$ cat config.mk
export PLATFORM = sky130hd
export DESIGN_NAME = cla_pipe_adder
export DESIGN_NICKNAME = d
export VERILOG_FILES = /design/src/rtl/cla_pipe_adder.sv
export SDC_FILE = /design/constraint.sdc
export NUM_CORES = 1
export LEC_CHECK = 0
export BUFFER_PORTS_ARGS = -buffer_cell sky130_fd_sc_hd__buf_4
export CAP_MARGIN = 15
export CORE_ASPECT_RATIO = 1.4
export CORE_MARGIN = 5
export CORE_UTILIZATION = 45
export CTS_CLUSTER_DIAMETER = 80
export CTS_CLUSTER_SIZE = 14
export DETAILED_ROUTE_END_ITERATION = 7
export PLACE_DENSITY = 0.71
export RECOVER_POWER = 100
export SYNTH_ARGS = -nofsm -noshare
export SYNTH_HDL_FRONTEND = slang
export SYNTH_SLANG_ARGS = --single-unit
$ cat constraint.sdc
create_clock -name clk -period 2.48 [get_ports clk]
set_input_delay 0.372 -clock clk [delete_from_list [all_inputs] [get_ports clk]]
set_output_delay 0.372 -clock clk [all_outputs]
set_load 0.01 [all_outputs]
$ cat src/rtl/cla_pipe_adder.sv
// Pipelined carry-lookahead adder: one SEG-bit segment of 4-bit CLA groups per stage, valid/ready stream.
// Optional carry-disregard approximation on the low APPROX_BITS bits when CLA_APPROX_EN is defined.
module cla_pipe_adder #(
  parameter int WIDTH       = 32,
  parameter int STAGES      = 4,
  parameter int APPROX_BITS = 8
) (
  input  logic             clk,
  input  logic             rst_n,
  input  logic             in_valid,
  output logic             in_ready,
  input  logic [WIDTH-1:0] a,
  input  logic [WIDTH-1:0] b,
  input  logic             cin,
  input  logic             approx,
  output logic             out_valid,
  input  logic             out_ready,
  output logic [WIDTH-1:0] s,
  output logic             cout
);

  localparam int SEG = WIDTH / STAGES;
  localparam int NG  = SEG / 4;
  localparam logic [WIDTH-1:0] AMASK = (WIDTH'(1) << APPROX_BITS) - WIDTH'(1);

  // Sum-of-products lookahead at both group and bit level, so no carry ripples across groups.
  function automatic logic [SEG:0] seg_add(input logic [SEG-1:0] x, input logic [SEG-1:0] y,
                                           input logic ci);
    logic [SEG-1:0] p, g, sum;
    logic [NG-1:0]  gp, gg;
    logic [NG:0]    gc;
    logic [3:0]     bc;
    logic           prod;
    p   = x ^ y;
    g   = x & y;
    sum = {SEG{1'b0}};
    bc  = 4'b0000;
    for (int j = 0; j < NG; j++) begin
      gp[j] = &p[4*j +: 4];
      gg[j] = g[4*j+3] | (p[4*j+3] & g[4*j+2]) | (p[4*j+3] & p[4*j+2] & g[4*j+1])
            | (p[4*j+3] & p[4*j+2] & p[4*j+1] & g[4*j]);
    end
    gc[0] = ci;
    for (int j = 1; j <= NG; j++) begin
      gc[j] = 1'b0;
      prod  = 1'b1;
      for (int i = j - 1; i >= 0; i--) begin
        gc[j] = gc[j] | (gg[i] & prod);
        prod  = prod & gp[i];
      end
      gc[j] = gc[j] | (ci & prod);
    end
    for (int j = 0; j < NG; j++) begin
      for (int m = 0; m < 4; m++) begin
        bc[m] = 1'b0;
        prod  = 1'b1;
        for (int i = m - 1; i >= 0; i--) begin
          bc[m] = bc[m] | (g[4*j+i] & prod);
          prod  = prod & p[4*j+i];
        end
        bc[m] = bc[m] | (gc[j] & prod);
        sum[4*j+m] = p[4*j+m] ^ bc[m];
      end
    end
    return {gc[NG], sum};
  endfunction

  logic              advance;
  logic [STAGES-1:0] v_r, c_r;
  logic [WIDTH-1:0]  sum_r [STAGES];
  logic [WIDTH-1:0]  a_r   [STAGES];
  logic [WIDTH-1:0]  b_r   [STAGES];

  // Stage inputs: stage 0 sees the ports, stage k sees slot k-1.
  logic [WIDTH-1:0]  pa [STAGES];
  logic [WIDTH-1:0]  pb [STAGES];
  logic [WIDTH-1:0]  ps [STAGES];
  logic [STAGES-1:0] pc, pv, px;
  logic [WIDTH-1:0]  n_sum [STAGES];
  logic [STAGES-1:0] n_c;
  logic [WIDTH-1:0]  msk;
  logic [SEG-1:0]    op_x, op_y;
  logic              op_c;
  logic [SEG:0]      res;

  assign advance   = ~v_r[STAGES-1] | out_ready;
  assign in_ready  = advance;
  assign out_valid = v_r[STAGES-1];
  assign s         = sum_r[STAGES-1];
  assign cout      = c_r[STAGES-1];

  assign pa[0] = a;
  assign pb[0] = b;
  assign ps[0] = {WIDTH{1'b0}};
  assign pc[0] = cin;
  assign pv[0] = in_valid;

  for (genvar k = 1; k < STAGES; k++) begin : g_link
    assign pa[k] = a_r[k-1];
    assign pb[k] = b_r[k-1];
    assign ps[k] = sum_r[k-1];
    assign pc[k] = c_r[k-1];
    assign pv[k] = v_r[k-1];
  end

`ifdef CLA_APPROX_EN
  logic x_r [STAGES];
  assign px[0] = approx;
  for (genvar k = 1; k < STAGES; k++) begin : g_xlink
    assign px[k] = x_r[k-1];
  end
`else
  logic unused_approx;
  assign unused_approx = approx;
  assign px = {STAGES{1'b0}};
`endif

  // Per-stage segment add; approx bits become a^b with b cleared, so they can neither generate nor absorb a carry.
  always_comb begin
    msk  = {WIDTH{1'b0}};
    op_x = {SEG{1'b0}};
    op_y = {SEG{1'b0}};
    op_c = 1'b0;
    res  = {(SEG+1){1'b0}};
    n_c  = {STAGES{1'b0}};
    for (int k = 0; k < STAGES; k++) begin
      msk  = px[k] ? AMASK : {WIDTH{1'b0}};
      op_x = pa[k][k*SEG +: SEG] ^ (pb[k][k*SEG +: SEG] & msk[k*SEG +: SEG]);
      op_y = pb[k][k*SEG +: SEG] & ~msk[k*SEG +: SEG];
      op_c = pc[k] & ~(px[k] & AMASK[k*SEG]);
      res  = seg_add(op_x, op_y, op_c);
      n_sum[k] = ps[k];
      n_sum[k][k*SEG +: SEG] = res[SEG-1:0];
      n_c[k] = res[SEG];
    end
  end

  // Slot registers: the whole pipe advances together or holds together.
  always_ff @(posedge clk or negedge rst_n) begin
    if (!rst_n) begin
      v_r <= {STAGES{1'b0}};
      c_r <= {STAGES{1'b0}};
      for (int k = 0; k < STAGES; k++) begin
        sum_r[k] <= {WIDTH{1'b0}};
        a_r[k]   <= {WIDTH{1'b0}};
        b_r[k]   <= {WIDTH{1'b0}};
`ifdef CLA_APPROX_EN
        x_r[k]   <= 1'b0;
`endif
      end
    end else if (advance) begin
      v_r <= pv;
      c_r <= n_c;
      for (int k = 0; k < STAGES; k++) begin
        sum_r[k] <= n_sum[k];
        a_r[k]   <= pa[k];
        b_r[k]   <= pb[k];
`ifdef CLA_APPROX_EN
        x_r[k]   <= px[k];
`endif
      end
    end
  end

endmodule

# ---- Word level (Yosys, flattened, before mapping)
# Cells that the tools add are included.
# Widths: inputs -> output; s select.
dict set report totals {
  ramBits 0
  word_cells 274
  n_memories 0
  rom_bits 0
  input_bits 70
  latchBits 0
  register_bits 280
}
dict set report classes {
  div_mod_pow 0
  n_eq_ne 0
  muxes 0
  addsub 0
  n_lt_le_gt_ge 0
  n_reduce_logical 8
  shift 0
  n_mul 0
  bitwise_logic 254
}
# operator count
set ops {}
lappend ops {{$and 1x1->1} 128}
lappend ops {{$or 1x1->1} 85}
lappend ops {{$and 8x8->8} 4}
lappend ops {{$reduce_and 4->1} 8}
lappend ops {{$xor 1x1->1} 32}
lappend ops {{$xor 8x8->8} 4}
lappend ops {{$not 1->1} 1}

# ---- Depth between registers and ports, before layout
# Gate-level depths: netlist of run 1.
dict set report logic_depth {
  word_depth 9
  depth_mapped 7
}

# ---- Worst setup path after synthesis of run 1
# OpenSTA, ideal clock, no wires.
dict set report synth_timing {
  kind {register to register}
  start {reg a_r[80] (netlist name)}
  end {reg sum_r, in the netlist n_sum[21]}
  arrival_ns 1.858
  stages_incl_launch_ff 8
  setup_time_ns 0.129
  slack_ns 0.493
  synth_period_minus_slack_ns 1.987
  t_required_ns 2.351
  cell_sequence {dfrtp_1 -> ha_1 -> a211oi_2 -> o21bai_1 -> a21o_1 -> fa_1 -> xnor2_1 -> o21ai_0}
}
dict set report synth_via {
  elab_chain_len 7
  elab_cells_between_ends 10
}
# element line
set synth_lines {}
lappend synth_lines {{from (decl)} 71} ;# logic [WIDTH-1:0] a_r [STAGES];
lappend synth_lines {{from (signal, indexed assignment)} 145} ;# a_r[k] <= {WIDTH{1'b0}};
lappend synth_lines {{from (signal, indexed assignment)} 156} ;# a_r[k] <= pa[k];
lappend synth_lines {{$xor 8x8->8 or $and 8x8->8 (tied branches)} {34, 35}}
lappend synth_lines {{$reduce_and 4->1 or $and 1x1->1 (tied branches)} {39, 41}}
lappend synth_lines {{$and 1x1->1 or $or 1x1->1 (tied branches)} {51, 41}}
lappend synth_lines {{$or 1x1->1 (*)} 51} ;# gc[j] = gc[j] | (ci & prod);
lappend synth_lines {{$and 1x1->1 (*)} 61} ;# bc[m] = bc[m] | (gc[j] & prod);
lappend synth_lines {{$or 1x1->1 (*)} 61}
lappend synth_lines {{$xor 1x1->1 (*)} 62} ;# sum[4*j+m] = p[4*j+m] ^ bc[m];
lappend synth_lines {{to (signal, indexed assignment)} 144} ;# sum_r[k] <= {WIDTH{1'b0}};
lappend synth_lines {{to (signal, indexed assignment)} 155} ;# sum_r[k] <= n_sum[k];
lappend synth_lines {{to (decl)} 70} ;# logic [WIDTH-1:0] sum_r [STAGES];
# Every way passes the cells marked *; elsewhere a longest branch is shown, timed or not.
# A chain may end at the register's enable or synchronous reset.

# ---- Final worst setup path of run 1
dict set report layout_timing {
  start {reg a_r[56] (netlist name)}
  end {reg sum_r, in the netlist s[29]}
}
# Same word-level chain as after synthesis.

==> summary.md, run 1 <==
After detailed routing, the number of remaining DRC violations is 0. Setup repair after global routing left no endpoint under its margin. Summing all multi-input logic gate instances after layout gives 3310 sq um. The initial standard-cell utilization of the core was 45.7%; the internal power of the cells was 7.52 mW. In the final routed layout, each cell accounts on average for 12.5 um. The tools report the worst min-delay path endpoint as a_r[121]$_DFFE_PN0P_. Clock tree synthesis selected as its root buffer the cell clkbuf_16. After the first detailed-routing iteration, the DRC count stood at 422. The number of hold buffers added after cts was 1; the number of inserted filler cells in the final layout was 1,725. The longest clock path from root to sink contains 2 buffers. The worst path meets setup with 0.220 ns of slack. For the row count, the log shows 58. In this run the most critical hold path is launched from a[25].

The number of antenna diodes in the final layout is 0. Clock buffer count from CTS: 17. The worst hold margin came out at 0.134 ns. The sum of negative setup slack was 0 ns; the ratio of final minimum period to clock period was 91.1%. The first global-routing pass estimated 26.2 mm of wire. When the netlist entered floorplanning its net count stood at 1,010. The run gives 442 MHz as the highest achievable clock rate. The via count of the first global-routing pass came out at 5,663. In this run, the clock network consumes 22.3% of the power. The critical path starts at a_r[56]$_DFFE_PN0P_. The die covers 21,000 sq um. In this run the static leakage power is 4.99 nW. A synthesized cell averages 9.09 sq um. The wire length reported by the detailed router was 15.6 mm; the placed wire-length estimate after detailed placement was 11.0 mm. The proportion of synthesized chip area in sequential cells is 56.3%.

The most used flip-flop cell after synthesis is dfrtp_1. The power spent charging and discharging nets was 4.50 mW. Number of failing hold endpoints at the final stage: 0. The endpoint class of the critical path is a flip-flop. During placement, the flow inserted port buffers numbering 103. Utilization of the core after routing: 53.7%. The tool flagged a number of max-cap violations equal to 0.

The sequential cells in the finished layout cover a total of 4600 sq um. Measured along the y axis, the die boundary spans 170 um. The worst reg-to-reg path cell count was 7. Clock-pin slew was measured on the worst setup and hold paths at 0.07 ns. The power density of the placed cells is 1250 nW/um^2, and the number of ports placed on the die boundary is 105.

The share of total power dissipated in combinational logic is 35.8%. The tools report the remaining max-slew budget at the tightest pin as 28.5%. For the pin with the worst max-slew slack, the measured transition is 1.07 ns. The clock reaches the later pin of the worst-skew pair after 0.43 ns. The maximum fanout along the worst path is 3. The run finished with clean final reports. The tools report the startpoint type of the worst setup path as a flip-flop. The net switching share of the total power was 37.5%; the minimum clock period after layout was 2.26 ns. After synthesis the cells add up to 8180 sq um. Gates resized during post-CTS repair numbered 0. The number of max-slew violations in the final report is 0.

The number of storage elements in the synthesis netlist came out at 184. The worst register-to-register path ends at s[29]$_DFFE_PN0P_. The distinct cell type count of the synthesized netlist is 34.

The number of nets with antenna violations after detailed routing was 0; the number of optimization iterations in the first detailed-route pass was 4. The synthesis-to-finish area growth works out to 17.7%. The critical path start-end classification is reg2reg. The H-tree was split into 4 levels. The tools report the number of vias after detailed routing as 5,932. The via density per instance was 4.75.

The largest net degree at the start of global routing is 79. The logs give 2.82 ns for the critical path required time and 41.9% for the power share of the sequential group. The data arrival time at the worst-slack endpoint came out at 2.60 ns. Of all cell types, the one taking the most synthesized area is dfrtp_1. In this run the register-to-register setup slack is 0.22 ns. The worst hold path belongs to the class in2reg. The run gives 0.569 mV as the worst-case vdd ir drop. The logs give 0 for the total of warnings raised by yosys and 0 for the post-CTS setup repair buffer count.

TritonCTS built the clock tree. Cells with a size suffix above 1 make up 12.3% of the layout. nand2_1 is the most common cell in the netlist.

After floorplanning, the core was sized to cover 17,900 sq um. Worst slack after detailed placement: 0.341 ns. From left edge to right edge, the die measures 124 um. After the last flow step, the layout net total stands at 1,106.

The design draws 12.0 mW. The worst register-to-register path begins at a_r[56]$_DFFE_PN0P_. The run gives 0 as the leftover overflow at the end of global routing. The tools report the count of final setup violators as 0. Counting instances in the post-synthesis netlist gives the leading cell types as nand2_1 (454), dfrtp_1 (184), ha_1 (32).

Of all flip-flops after synthesis, the portion carrying an async set or reset was 100%. Global routing consumed, over all layers together, 15.5% of the routing resources. In this run, synthesis inferred 0 flip-flops with an integrated enable. The worst-case clock skew is 0.00822 ns. Cell count of the worst hold path: 3. By area the synthesized netlist is led by dfrtp_1 (56%), nand2_1 (21%), ha_1 (4.9%). The top cell type's share of synthesized area was 56.3%; the CTS sink count was 184. At the end of routability-driven placement, the weighted congestion stood at 0.785.

The cell count after synthesis came out at 900. The run gives 0 as the initial antenna violation count.
## worst max-delay path by stage
stage	end	slack (ns)
floorplan	n_sum[21]$_DFFE_PN0P_	0.49
global placement	n_sum[68]$_DFFE_PN0P_	0.40
detailed placement	s[29]$_DFFE_PN0P_	0.34
CTS	in_ready	0.30
global route	n_sum[70]$_DFFE_PN0P_	0.1
finish	s[29]$_DFFE_PN0P_	0.22
## power by group through the flow
stage	clock network, mW	registers [mW]	logic, mW
final	2.68	5.04	4.31
after CTS	2.75	5.06	4.66
after global placement	0	5.05	4.48
after global routing	2.87	5.21	5.00
after floorplan	0	5.05	3.22
after detailed placement	0	5.11	4.63
## metal layers
layer / vias up / GRT usage [%] / part of all wire (%)
met4: 0 / 5.43 / 1.3
met5: - / 0 / 0
met3: 19 / 2.97 / 3.7
li1: 3060 / - / -
met2: 93 / 25.8 / 49
met1: 2760 / 20.2 / 46
## sequential cells by signal (all words and copies together), names as in the netlist
signal / count
a_r: 48
b_r: 48
n_sum: 48
s: 32
c_r: 4
v_r: 4
## cell families after synthesis
group | share of synthesized area, %
simple gates | 25.1
xor+xnor | 1.28
fa+ha+maj | 6.85
compound gates | 7.34
buf+inv | 3.12
flops | 56.3
## per-stage QoR
step / area [sq um] / instances
4_1_cts: 9810 / 1249
3_3_place_gp: 9210 / 1216
2_1_floorplan: 8180 / 900
3_5_place_dp: 9210 / 1216
6_report: 9630 / 1249
5_1_grt: 9630 / 1249
## critical path, cell delays in order (launching register included)
cell and delay [ns]:
dfrtp_1 0.38, ha_1 0.32, a211oi_1 0.44, o21bai_1 0.18, a21o_1 0.22, fa_1 0.37, xnor2_1 0.13, o21ai_0 0.16
## final cells by class
class	instances	area share, %
inverter	15	0.637
tap	240	3.12
clock inverter	14	1.57
sequential	184	47.8
clock buffer	18	4.56
timing repair buffer	118	7.89
multi-input combinational	660	34.4
## placed cells by master, fill, tap and decap left out, types with 6 or more instances in the layout
master / synthesis / final
a21o_1: 9 / 9
clkbuf_2: 0 / 6
o21ai_0: 23 / 23
a21oi_1: 29 / 29
nor3b_1: 7 / 7
ha_1: 32 / 32
nand3_1: 10 / 10
buf_4: 2 / 70
fa_1: 8 / 8
nand2_1: 454 / 454
a211oi_1: 6 / 8
xnor2_1: 7 / 7
clkbuf_1: 8 / 37
clkbuf_16: 0 / 17
dfrtp_1: 184 / 184
nor2_1: 22 / 22
inv_1: 14 / 14
o21ai_1: 6 / 6
(Power assumes the default switching activity.)
==> inputs of run 2 (changes only) <==
--- a/config.mk
+++ b/config.mk
@@ -8,7 +8,7 @@
 export BUFFER_PORTS_ARGS = -buffer_cell sky130_fd_sc_hd__buf_4
 export CAP_MARGIN = 15
 export CORE_ASPECT_RATIO = 1.4
-export CORE_MARGIN = 5
+export CORE_MARGIN = 3
 export CORE_UTILIZATION = 45
 export CTS_CLUSTER_DIAMETER = 80
 export CTS_CLUSTER_SIZE = 14
==> constraint.sdc (replaced) <==
create_clock -name clk -period 2.5 [get_ports clk]
set_input_delay 0.375 -clock clk [delete_from_list [all_inputs] [get_ports clk]]
set_output_delay 0.375 -clock clk [all_outputs]
set_load 0.01 [all_outputs]
==> run 2 against run 1 <==
Against the previous run: cell count down 0.56%; via count is 0.61% lower; register-to-register slack gained 0.10 ns; utilization up 0.86 points; combinational power decreased by 1%; worst setup slack improved by 0.10 ns; final area is 0.16% lower; critical endpoint is now n_sum[21]$_DFFE_PN0P_; clock power is 3% lower.
==> summary.md, run 2 (synthesis gave the netlist of run 1 again) <==
The run finished with clean final reports. The overall die height was 166 um (was 170 um). The critical path start-end classification was reg2reg (unchanged).

The tools report the placed wire-length estimate after detailed placement as 10.4 mm (was 11.0 mm). CTS sink count: 184 (unchanged). The logs give 0 (unchanged) for the number of nets with antenna violations after detailed routing and 46.5% (was 45.7%) for the initial standard-cell utilization of the core. Stage delay of the slowest cell on the critical path: 0.39 ns (was 0.44 ns). The tools report the endpoint class of the critical path as a flip-flop (unchanged). Average wire per standard cell: 12.3 um (was 12.5 um).

For the clock latency at the later pin of the worst-skew pair, the log shows 0.43 ns (about the same). Number of vias after detailed routing: 5,896 (was 5,932). The number of ports placed on the die boundary is 105 (unchanged), and the post-CTS setup repair buffer count is 0 (unchanged).

Initial antenna violation count: 0 (unchanged). The remaining routing DRC violations came out at 0 (unchanged). Cells traversed along the worst timing path: ha_1, a211oi_2, o21bai_1, a21o_1, fa_1, xnor2_1, o21ai_0 (was ha_1, a211oi_1, o21bai_1, a21o_1, fa_1, xnor2_1, o21ai_0). Number of hold buffers added after cts: 1 (unchanged). The minimum clock period after layout is 2.18 ns (was 2.26 ns).

The wire length reported by the detailed router was 15.3 mm (was 15.6 mm); the utilization of the core after routing was 54.6% (was 53.7%). The tools report the total leakage power as 4.98 nW (was 4.99 nW). The cell type of the slowest stage on the worst timing path was dfrtp_1 (was a211oi_1).

The count of H-tree levels built during CTS is 4 (unchanged). The tools report the count of final setup violators as 0 (unchanged). The run gives 0.350 ns (was 0.341 ns) as the worst slack after detailed placement.

The launch point of the critical path is a_r[80]$_DFFE_PN0P_ (was a_r[56]$_DFFE_PN0P_). The worst min-delay path category is in2reg (unchanged). Width of the die: 120 um (was 124 um). The remaining max-slew budget at the tightest pin came out at 1.70% (was 28.5%). Startpoint type of the worst setup path: a flip-flop (unchanged). The logs give 0.32 ns (was 0.22 ns) for the reg-to-reg setup timing slack and 0 (unchanged) for the number of max-slew violations in the final report. The launch instance of the worst register-to-register path was a_r[80]$_DFFE_PN0P_ (was a_r[56]$_DFFE_PN0P_). The tools report the sum of negative setup slack as 0 ns (unchanged).

Commonest non-fill, non-tap cells in the layout: nand2_1 (454), dfrtp_1 (184), buf_4 (69) (was nand2_1 (454), dfrtp_1 (184), buf_4 (70)). The final weighted congestion in routability-driven placement is 0.787 (was 0.785). The clock-pin slew on the worst setup and hold paths was 0.07 ns (about the same); the number of optimization iterations in the first detailed-route pass was 4 (unchanged). The total instance count after detailed placement came out at 1,209 (was 1,216). The post-route cell area was 9610 sq um (was 9630 sq um).

The power density of the placed cells was 1230 nW/um^2 (was 1250 nW/um^2). Setup repair after global routing left no endpoint under its margin. TritonCTS built the clock tree.

The run gives 57 (was 58) as the row count. The aggregate global-route resource usage is 16.3% (was 15.5%). The total die area is 19,900 sq um (was 21,000 sq um), and the actual slew at the worst max-slew pin is 1.47 ns (was 1.07 ns). The instance area at placement was 9180 sq um (was 9210 sq um); the fraction of layout instances using a drive strength above 1 was 12.3% (about the same). The antenna cell count is 0 (unchanged), and the number of nets in the finished design is 1,103 (was 1,106). The number of gates resized after CTS was 0 (unchanged). The data arrival time at the worst-slack endpoint is 2.47 ns (was 2.60 ns), and the iteration-0 DRC count of the detailed router is 425 (was 422). The worst-case vdd ir drop was 0.535 mV (was 0.569 mV); the ratio of final minimum period to clock period was 87.0% (was 91.1%). The tools report the slack of the critical path as 0.324 ns (was 0.220 ns).

The number of failing hold endpoints at the final stage came out at 0 (unchanged). The launch point of the worst hold path is b[22] (was a[25]). The tools report the worst hold margin as 0.137 ns (was 0.134 ns). The clock buffer count from CTS is 17 (unchanged).

The area inside the core boundary came out at 17,600 sq um (was 17,900 sq um). The run gives 2.79 ns (was 2.82 ns) as the critical path required time. The highest achievable clock rate was 460 MHz (was 442 MHz); the worst-case clock buffer depth was 2 (unchanged). The logs give 0 (unchanged) for the leftover overflow at the end of global routing and 0 (unchanged) for the number of max-capacitance violations reported.

Commonest non-fill, non-tap cell in the layout: nand2_1 (unchanged). The run gives 91 (was 79) as the largest net degree at the start of global routing. The synthesis-to-finish area growth is 17.5% (was 17.7%), and the final non-filler cell total is 1,242 (was 1,249). The clock tree root buffer cell was clkbuf_16 (unchanged). The worst-case clock skew was 0.00982 ns (was 0.00822 ns); the maximum fanout along the worst path was 3 (unchanged). The total design power is 11.8 mW (was 12.0 mW). The first-pass GRT wire length was 26.3 mm (was 26.2 mm); the total of buffers placed on input and output ports was 103 (unchanged).

The via density per instance was 4.75 (about the same); the via count of the first global-routing pass was 5,577 (was 5,663).
[run 2: cell types whose count changed in the layout (fill, tap and decap cells not counted), moves of 2 or more]
cell      change
a211oi_2      +2
o21ai_0       +2
o21ai_1       -2
a211oi_1      -2
inv_6         +2
clkbuf_4      -2
inv_8         -2
[run 2: report_power, final]
| group | switching [mW] | total [mW] | internal, mW |
|---|---|---|---|
| Clock | 1.22 | 2.60 | 1.37 |
| Sequential | 0.716 | 4.99 | 4.28 |
| Combinational | 2.53 | 4.25 | 1.72 |
| Total | 4.46 | 11.8 | 7.37 |
[run 2: path summary, 6_finish.rpt]
check,end,cells after the start
min in group asynchronous,n_sum[45]$_DFFE_PN0P_,2
min,b_r[118]$_DFFE_PN0P_,3
min reg2reg,s[9]$_DFFE_PN0P_,2
max reg2reg,n_sum[21]$_DFFE_PN0P_,7
max in group asynchronous,n_sum[21]$_DFFE_PN0P_,3
max,n_sum[21]$_DFFE_PN0P_,7
[run 2: final cells by class]
type	instances	area (sq um)
clock buffers	19	453
clock inverters	13	124
fillers	1706	8000
inverters	15	61.3
multi-input cells	660	3320
flip-flops and latches	184	4600
well taps	236	295
repair buffers	115	753
[run 2: per-layer routing]
metal	global-route usage, %	wire length, um	vias up
met2	26.6	7350	106
li1	-	-	3063
met4	5.00	131	0
met5	0	0	-
met3	3.13	553	15
met1	22.3	7250	2712
[run 2: critical path: cells and delay by family, from the launching register on]
family / cells / cell delay [ns]
compound gates: 4 / 0.79
fa+ha+maj: 2 / 0.71
flops: 1 / 0.39
xor+xnor: 1 / 0.16
